[src/rtl/fifo_wr_arb.sv]
// fifo_wr_arb: round-robin arbiter granting bursts of up to BURST beats from 3 requesters into an async FIFO write port.
// Define WR_ARB_OCC_EN to add a registered FIFO occupancy output computed from the gray write/read pointers.
module fifo_wr_arb #(
  parameter int DATA_W = 8,
  parameter int BURST  = 4
) (
  input  logic                  w_clk,
  input  logic                  w_rst_n,
  input  logic [2:0]            req_valid,
  input  logic [3*DATA_W-1:0]   req_data,
  output logic [2:0]            req_ready,
  input  logic                  w_full,
  output logic                  w_inc,
  output logic [DATA_W-1:0]     w_data,
  output logic [1:0]            grant_id,
  output logic                  busy
`ifdef WR_ARB_OCC_EN
  ,
  input  logic [3:0]            w_ptr,
  input  logic [3:0]            wq2_rptr,
  output logic [3:0]            occupancy
`endif
);
  typedef enum logic {IDLE, GRANT} state_t;
  state_t     state_q, state_d;
  logic [1:0] owner_q, owner_d, last_q, last_d, c1, c2, pick;
  logic [3:0] cnt_q, cnt_d;
  always_ff @(posedge w_clk or negedge w_rst_n) begin
    if (!w_rst_n) begin
      state_q <= IDLE;
      owner_q <= 2'd0;
      last_q  <= 2'd2;
      cnt_q   <= 4'd0;
    end else begin
      state_q <= state_d;
      owner_q <= owner_d;
      last_q  <= last_d;
      cnt_q   <= cnt_d;
    end
  end
  // Search order starts just after the last owner and wraps back to it.
  always_comb begin
    c1      = last_q == 2'd2 ? 2'd0 : last_q + 2'd1;
    c2      = c1 == 2'd2 ? 2'd0 : c1 + 2'd1;
    pick    = req_valid[c1] ? c1 : req_valid[c2] ? c2 : last_q;
    state_d = state_q;
    owner_d = owner_q;
    last_d  = last_q;
    cnt_d   = cnt_q;
    if (state_q == IDLE) begin
      if (|req_valid) begin
        state_d = GRANT;
        owner_d = pick;
        cnt_d   = 4'd0;
      end
    end else begin
      cnt_d = cnt_q + {3'd0, w_inc};
      if (!req_valid[owner_q] || (w_inc && cnt_d == 4'(BURST))) begin
        state_d = IDLE;
        last_d  = owner_q;
      end
    end
  end
  always_comb begin
    busy      = state_q == GRANT;
    grant_id  = busy ? owner_q : 2'd3;
    w_inc     = busy && req_valid[owner_q] && !w_full;
    req_ready = (busy && !w_full) ? 3'(1) << owner_q : 3'd0;
    w_data    = req_data[owner_q*DATA_W +: DATA_W];
  end
`ifdef WR_ARB_OCC_EN
  function automatic logic [3:0] g2b(input logic [3:0] g);
    return g ^ (g >> 1) ^ (g >> 2) ^ (g >> 3);
  endfunction
  logic [3:0] occupancy_q, occupancy_d;
  always_comb occupancy_d = g2b(w_ptr) - g2b(wq2_rptr);
  always_ff @(posedge w_clk or negedge w_rst_n) begin
    if (!w_rst_n) occupancy_q <= 4'd0;
    else          occupancy_q <= occupancy_d;
  end
  assign occupancy = occupancy_q;
`endif
endmodule

[config.mk]
export PLATFORM = sky130hd
export DESIGN_NAME = fifo_wr_arb
export DESIGN_NICKNAME = d
export VERILOG_FILES = /design/src/rtl/fifo_wr_arb.sv
export SDC_FILE = /design/constraint.sdc
export NUM_CORES = 1
export LEC_CHECK = 0
export BUFFER_PORTS_ARGS = -buffer_cell sky130_fd_sc_hd__buf_2
export CORE_MARGIN = 4
export CORE_UTILIZATION = 25
export DETAILED_ROUTE_END_ITERATION = 6
export GPL_ROUTABILITY_DRIVEN = 0
export GPL_TIMING_DRIVEN = 1
export PLACE_DENSITY = 0.61
export SLEW_MARGIN = 20
export SYNTH_ARGS = -nofsm -noshare
export SYNTH_HDL_FRONTEND = slang
export SYNTH_SLANG_ARGS = --single-unit
[constraint.sdc]
create_clock -name w_clk -period 4.9 [get_ports w_clk]
set_clock_uncertainty 0.1 [all_clocks]
set_input_delay 0.245 -clock w_clk [delete_from_list [all_inputs] [get_ports w_clk]]
set_output_delay 0.245 -clock w_clk [all_outputs]
set_load 0.005 [all_outputs]
Yosys cells after proc, flatten, opt, wreduce, memory -nomap -nowiden
Index checks and enable logic that the tools add are counted.
{ "totals": {"regBits": 9, "in_bits": 30, "output_inout_bits": 15, "word_cells": 44} }
{ "classes": {"n_addsub": 3, "order_cmp": 3, "eq_ne": 3, "shift": 2, "muxes": 17, "bitwise_logic": 1, "n_reduce_logical": 11} }
{ "op_table": {"columns": ["cell", "count"], "rows": [
  ["$shiftx 24x6->8", 1],
  ["$mux 2", 5],
  ["$lt 2x3->1 const B", 3],
  ["$mux 4", 2],
  ["$bmux 1 s2", 3],
  ["$mux 1", 6],
  ["$add 2x1->2 const B", 2],
  ["$add 4x1->4", 1],
  ["$eq 2x2->1 const B", 2],
  ["$eq 4x3->1 const B", 1],
  ["$logic_and 1x1->1", 4],
  ["$reduce_and 2->1", 2],
  ["$mux 3", 1],
  ["$reduce_or 3->1", 1],
  ["$shl 1x2->3 const A", 1],
  ["$logic_not 1->1", 2],
  ["$reduce_bool 2->1", 1],
  ["$logic_or 1x1->1", 1],
  ["$not 1->1", 1]
]} }

Logic depth before layout (Yosys ltp)
{ "depth": {"ltp_word": 10, "mapped_depth": 11, "ltp_nobuf": 9} }

Worst setup path after synthesis
Ideal clock, no wire load.
{ "synth_path": {"path_type": "reg2reg", "from": "register owner_q[1]", "to": "register last_q[0]", "setup_time_ps": 128, "arrival_ps": 2385, "required_ps": 4672, "slack_ps": 2288, "path_stages_with_launch": 12, "path_buffers": 2, "period_less_slack_ps": 2612, "cell_sequence": "dfrtp_1 > buf_6 > nor2b_4 > buf_6 > o2bb2ai_2 > nor3b_1 > ha_1 > ha_1 > nor4b_1 > nand2_1 > o22ai_2 > mux2_1"} }
{ "synth_via": {"elab_chain_cells": 9, "word_cells_on_any_way": 10, "classes_between": "add/sub: 1; eq/ne: 1; mux: 2; reduce/logical: 6"} }
{ "synth_lines": {"columns": ["element", "line_no", "text"], "rows": [
  ["from (decl)", "26", "logic [1:0] owner_q, owner_d, last_q, last_d, c1, c2, pick;"],
  ["from (signal assigned)", "36", "owner_q <= owner_d;"],
  ["$bmux 1 s2 (*)", "67", "w_inc = busy && req_valid[owner_q] && !w_full;"],
  ["$mux 1 (implied by the code) (*)", "67", null],
  ["$logic_and 1x1->1 (*) (2 in a row)", "67", null],
  ["via w_inc", "13", "output logic w_inc,"],
  ["$add 4x1->4", "57", "cnt_d = cnt_q + {3'd0, w_inc};"],
  ["$eq 4x3->1", "58", "if (!req_valid[owner_q] || (w_inc && cnt_d == 4'(BURST))) begin"],
  ["$logic_and 1x1->1 (*)", "58", null],
  ["$logic_or 1x1->1 (*)", "58", null],
  ["$reduce_and 2->1 (no source line) (*)", null, null],
  ["to (signal assigned)", "37", "last_q <= last_d;"],
  ["to (decl)", "26", null]
]} }
Mark *: on every way through the listed nets, which the timed path passes. The rest lies on a longest branch. The select of a mux whose other input is x is not followed.
A chain may end at the register's enable or synchronous reset.

Final worst setup path
{ "layout_path": {"from": "register owner_q[1]", "to": "register last_q[0]"} }
{ "layout_via": {"elab_chain_cells": 9, "word_cells_on_any_way": 10, "classes_between": "add/sub: 1; eq/ne: 1; mux: 2; reduce/logical: 6"} }
{ "layout_lines": {"columns": ["element", "line_no"], "rows": [
  ["$bmux 1 s2 (*)", "58, 67"],
  ["$mux 1 (implied by the code) (*)", "58, 67"],
  ["$logic_and 1x1->1 (2 in a row)", "67"],
  ["$add 4x1->4", "57"],
  ["$eq 4x3->1", "58"],
  ["$logic_and 1x1->1", "58"],
  ["$logic_or 1x1->1 (*)", "58"],
  ["$reduce_and 2->1 (no source line) (*)", null]
]} }
Every way passes the cells marked *; elsewhere a longest branch is shown, timed or not. The select of a mux whose other input is x is not followed.

==> impl_results.md <==
* Status: completed
* Pre-antenna DRT Iters at 4
* TritonCTS clock tree: built
* Mean area per synthesized cell at between 9 and 10 µm²
* Share of post-route cells with drive strength above 1 at between 40% and 50%
* Hold Path Depth at 3
* Avg Vias per Cell at between 4 and 5
* Data arrival, critical path at approximately 3100 ps
* Number of core rows at 19
* Met3 layer wire length in the routed design at between 150 and 200 µm
* Deepest level of the CTS H-tree at 1
* Remaining number of nets flagged by the antenna check after routing at 0
* Filler Cell Count at about 300
* Startpoint Class: flop
* Synthesized cell area at a little over 700 µm²
* PnR worst setup slack at 1840 ps
* Register-to-register path setup slack at approximately 1800 ps
* Maximum clock frequency at about 330 MHz
* Effective utilization at floorplan at 26.4%
* Endpoint of the lowest-slack register-to-register path: last_q[0]
* Die Height at between 60 and 70 µm
* Commonest non-fill, non-tap cell in the layout: buf_2
* VDD IR-drop max at 348 µV
* Area delta synth->final at 35.5%
* Maxcap violations at 0
* Number of top-level pins at between 40 and 50
* Sequential-to-total area share from yosys stat at 31.2%
* Detailed-route wire length on metal 1 at 908 µm
* Slew Limit Fails at 0
* Finished layout cell area at 985 µm²
* Start point of the worst min-delay path: req_valid[2]
* Overall die width at around 62 µm
* Dpl hpwl at 1520 µm
* Lkg Pwr at between 0.5 and 0.6 nW
* Crit path required time at 4940 ps
* Num CTS Buffers at 3
* Via count of the first global-routing pass at 655
* Sum Neg Setup Slack at 0 ps
* Floorplan die area at around 3800 µm²
* Total GRT Usage at 10.4%
* Routed length on met2 at between 800 and 900 µm
* Total area of multi-input combinational cells at approximately 460 µm²
* Wire length of the first global-routing pass at 2880 µm
* Commonest non-fill, non-tap cells in the layout: buf_2 (44), mux2i_1 (9), nand2_1 (9), o21ai_0 (8), dfrtp_1 (8)
* Kind of path behind the tightest hold check: input port to flop
* Yosys synthesis warning count at 0
* Normalized max-slew margin at between 50 and 60%
* Final Hold Slack at 221 ps
* Final worst path period share at 62.4%
* Vias after detailed routing at around 720
* Number of diodes at 0
* DP Worst Slack at 1860 ps
* Final hold violation count at 0
* Initial DRC Count at 23
* Setup repair after global routing missed its margin: false
* Uppermost layer routed: met4
* Total of cells resized after clock tree synthesis at 0
* Final net count at between 150 and 200
* Storage element area at roughly 230 µm²
* Cell count after synthesis at 75
* Kind of critical path: flop to flop
* Number of synthesized flops with an enable pin at 0
* Register clock-pin slew on the reported worst setup and hold paths at ~60 ps
* Reg2reg path depth at 9
* Routed wire length at about 1900 µm
* Slew at the pin closest to its max-slew limit at between 700 and 800 ps
* Initial antenna violation count at 0
* Synthesized netlist net count at ~110
* Average detailed-routed wire length per instance at between 10 and 15 µm
* Final-report setup violation count at 0
* Number of synthesized register bits at 9
* Final design utilization at a little over a third
* FFs w/ async S/R, synth at between 90% and 100%
* Clock buffer depth at 2
* Area post-placement at 948 µm²
* Worst R2R Start: owner_q[1]
* Number of clock sinks at 9
* Total of buffers placed on input and output ports at 44
* CTS root buf: clkbuf_4
* Largest net degree at the start of global routing at 16
* Grt total ovfl at 0
* Synth cell types at 27
* Time the worst path needs with I/O delays and setup at 3060 ps
* Leading register cell type out of synthesis: dfrtp_1
* WHS Endpoint: busy
* Worst-path maximum fanout at 15
* Clock insertion delay at the later pin of the skew report at 260 ps
* DRC Markers at 0
* Core outline area at roughly 2800 µm²
* CP endpoint kind: flop
* Power per standard cell area at ~470 nW/µm²
-- registers in the layout, indices dropped and copies added, names as in the netlist --
name and flops:
cnt_q 4, busy 1, owner_q 2, last_q 2
-- metrics by stage --
stage                     power [mW]  cells
final                          0.466    150
after global routing           0.512    150
after CTS                      0.472    150
after detailed placement       0.410    145
after global placement         0.404    145
after floorplan                0.333     75
-- power by group --
group / leakage (nW) / switching (mW) / internal, mW
clock: 0.0150 / 0.0275 / 0.0314
combinational: 0.383 / 0.101 / 0.139
sequential: 0.113 / 0.0640 / 0.102
total: 0.510 / 0.193 / 0.273
-- layout make-up --
type,instances,area share (%)
Tap cell,31,3.94
Clock buffer,4,2.67
Inverter,2,0.762
Timing Repair Buffer,45,23.4
Multi-Input combinational cell,59,46.3
Sequential cell,9,23.0
-- routing by layer --
metal | vias up | GRT usage (%)
li1 | 358 | -
met2 | 35 | 15.8
met3 | 2 | 2.48
met1 | 328 | 13.6
met5 | - | 0
met4 | 0 | 5.45
-- how the worst max path moves through the flow --
stage / from / end / slack (ps)
after detailed placement: owner_q[1] / last_q[0] / 1860
after CTS: owner_q[1] / last_q[0] / 1830
final: owner_q[1] / last_q[0] / 1840
after global routing: owner_q[1] / last_q[0] / 1560
after floorplan: owner_q[1] / last_q[0] / 2290
after global placement: owner_q[1] / last_q[0] / 1990
-- worst max-delay path, stage by stage (launching register included) --
cell,delay [ps]
dfrtp_1,800
mux2i_1,190
o2bb2ai_2,200
nor3b_1,270
ha_1,210
ha_1,240
nor4b_1,320
nand2_1,110
o22ai_2,160
mux2_1,340
-- timing repair --
| item | CTS | global route |
|---|---|---|
| buffers inserted | 0 | 0 |
| hold buffers | 1 | 0 |
| endpoints found under the hold margin | 9 | 0 |
-- cell families (layout without fill, tap and decap cells) --
family                   count (synthesis)  count (layout)  synth area share (%)
AO/OA/AOI/OAI                           17              17                  17.2
XOR/XNOR                                 2               2                  4.99
adder cells (fa/ha/maj)                  2               2                  3.44
buffers and inverters                    7              51                  6.20
flip-flops                               9               9                  31.2
multiplexers                            12              12                  17.0
AND/OR/NAND/NOR                         26              26                  20.0
-- cell usage after synthesis (2+ instances only) --
master	number	area, µm²
nor2_1	4	15.0
nand2_1	9	33.8
buf_6	2	22.5
dfrtp_1	8	200
mux2_1	2	22.5
mux2i_1	9	90.1
nor3_1	3	15.0
o21ai_0	8	40.0
buf_2	3	15.0
ha_1	2	25.0
nand2b_1	3	18.8
nor3b_1	3	22.5
inv_1	2	7.51
a22o_1	4	35.0
Note: power is estimated with default switching activity, not from simulation.
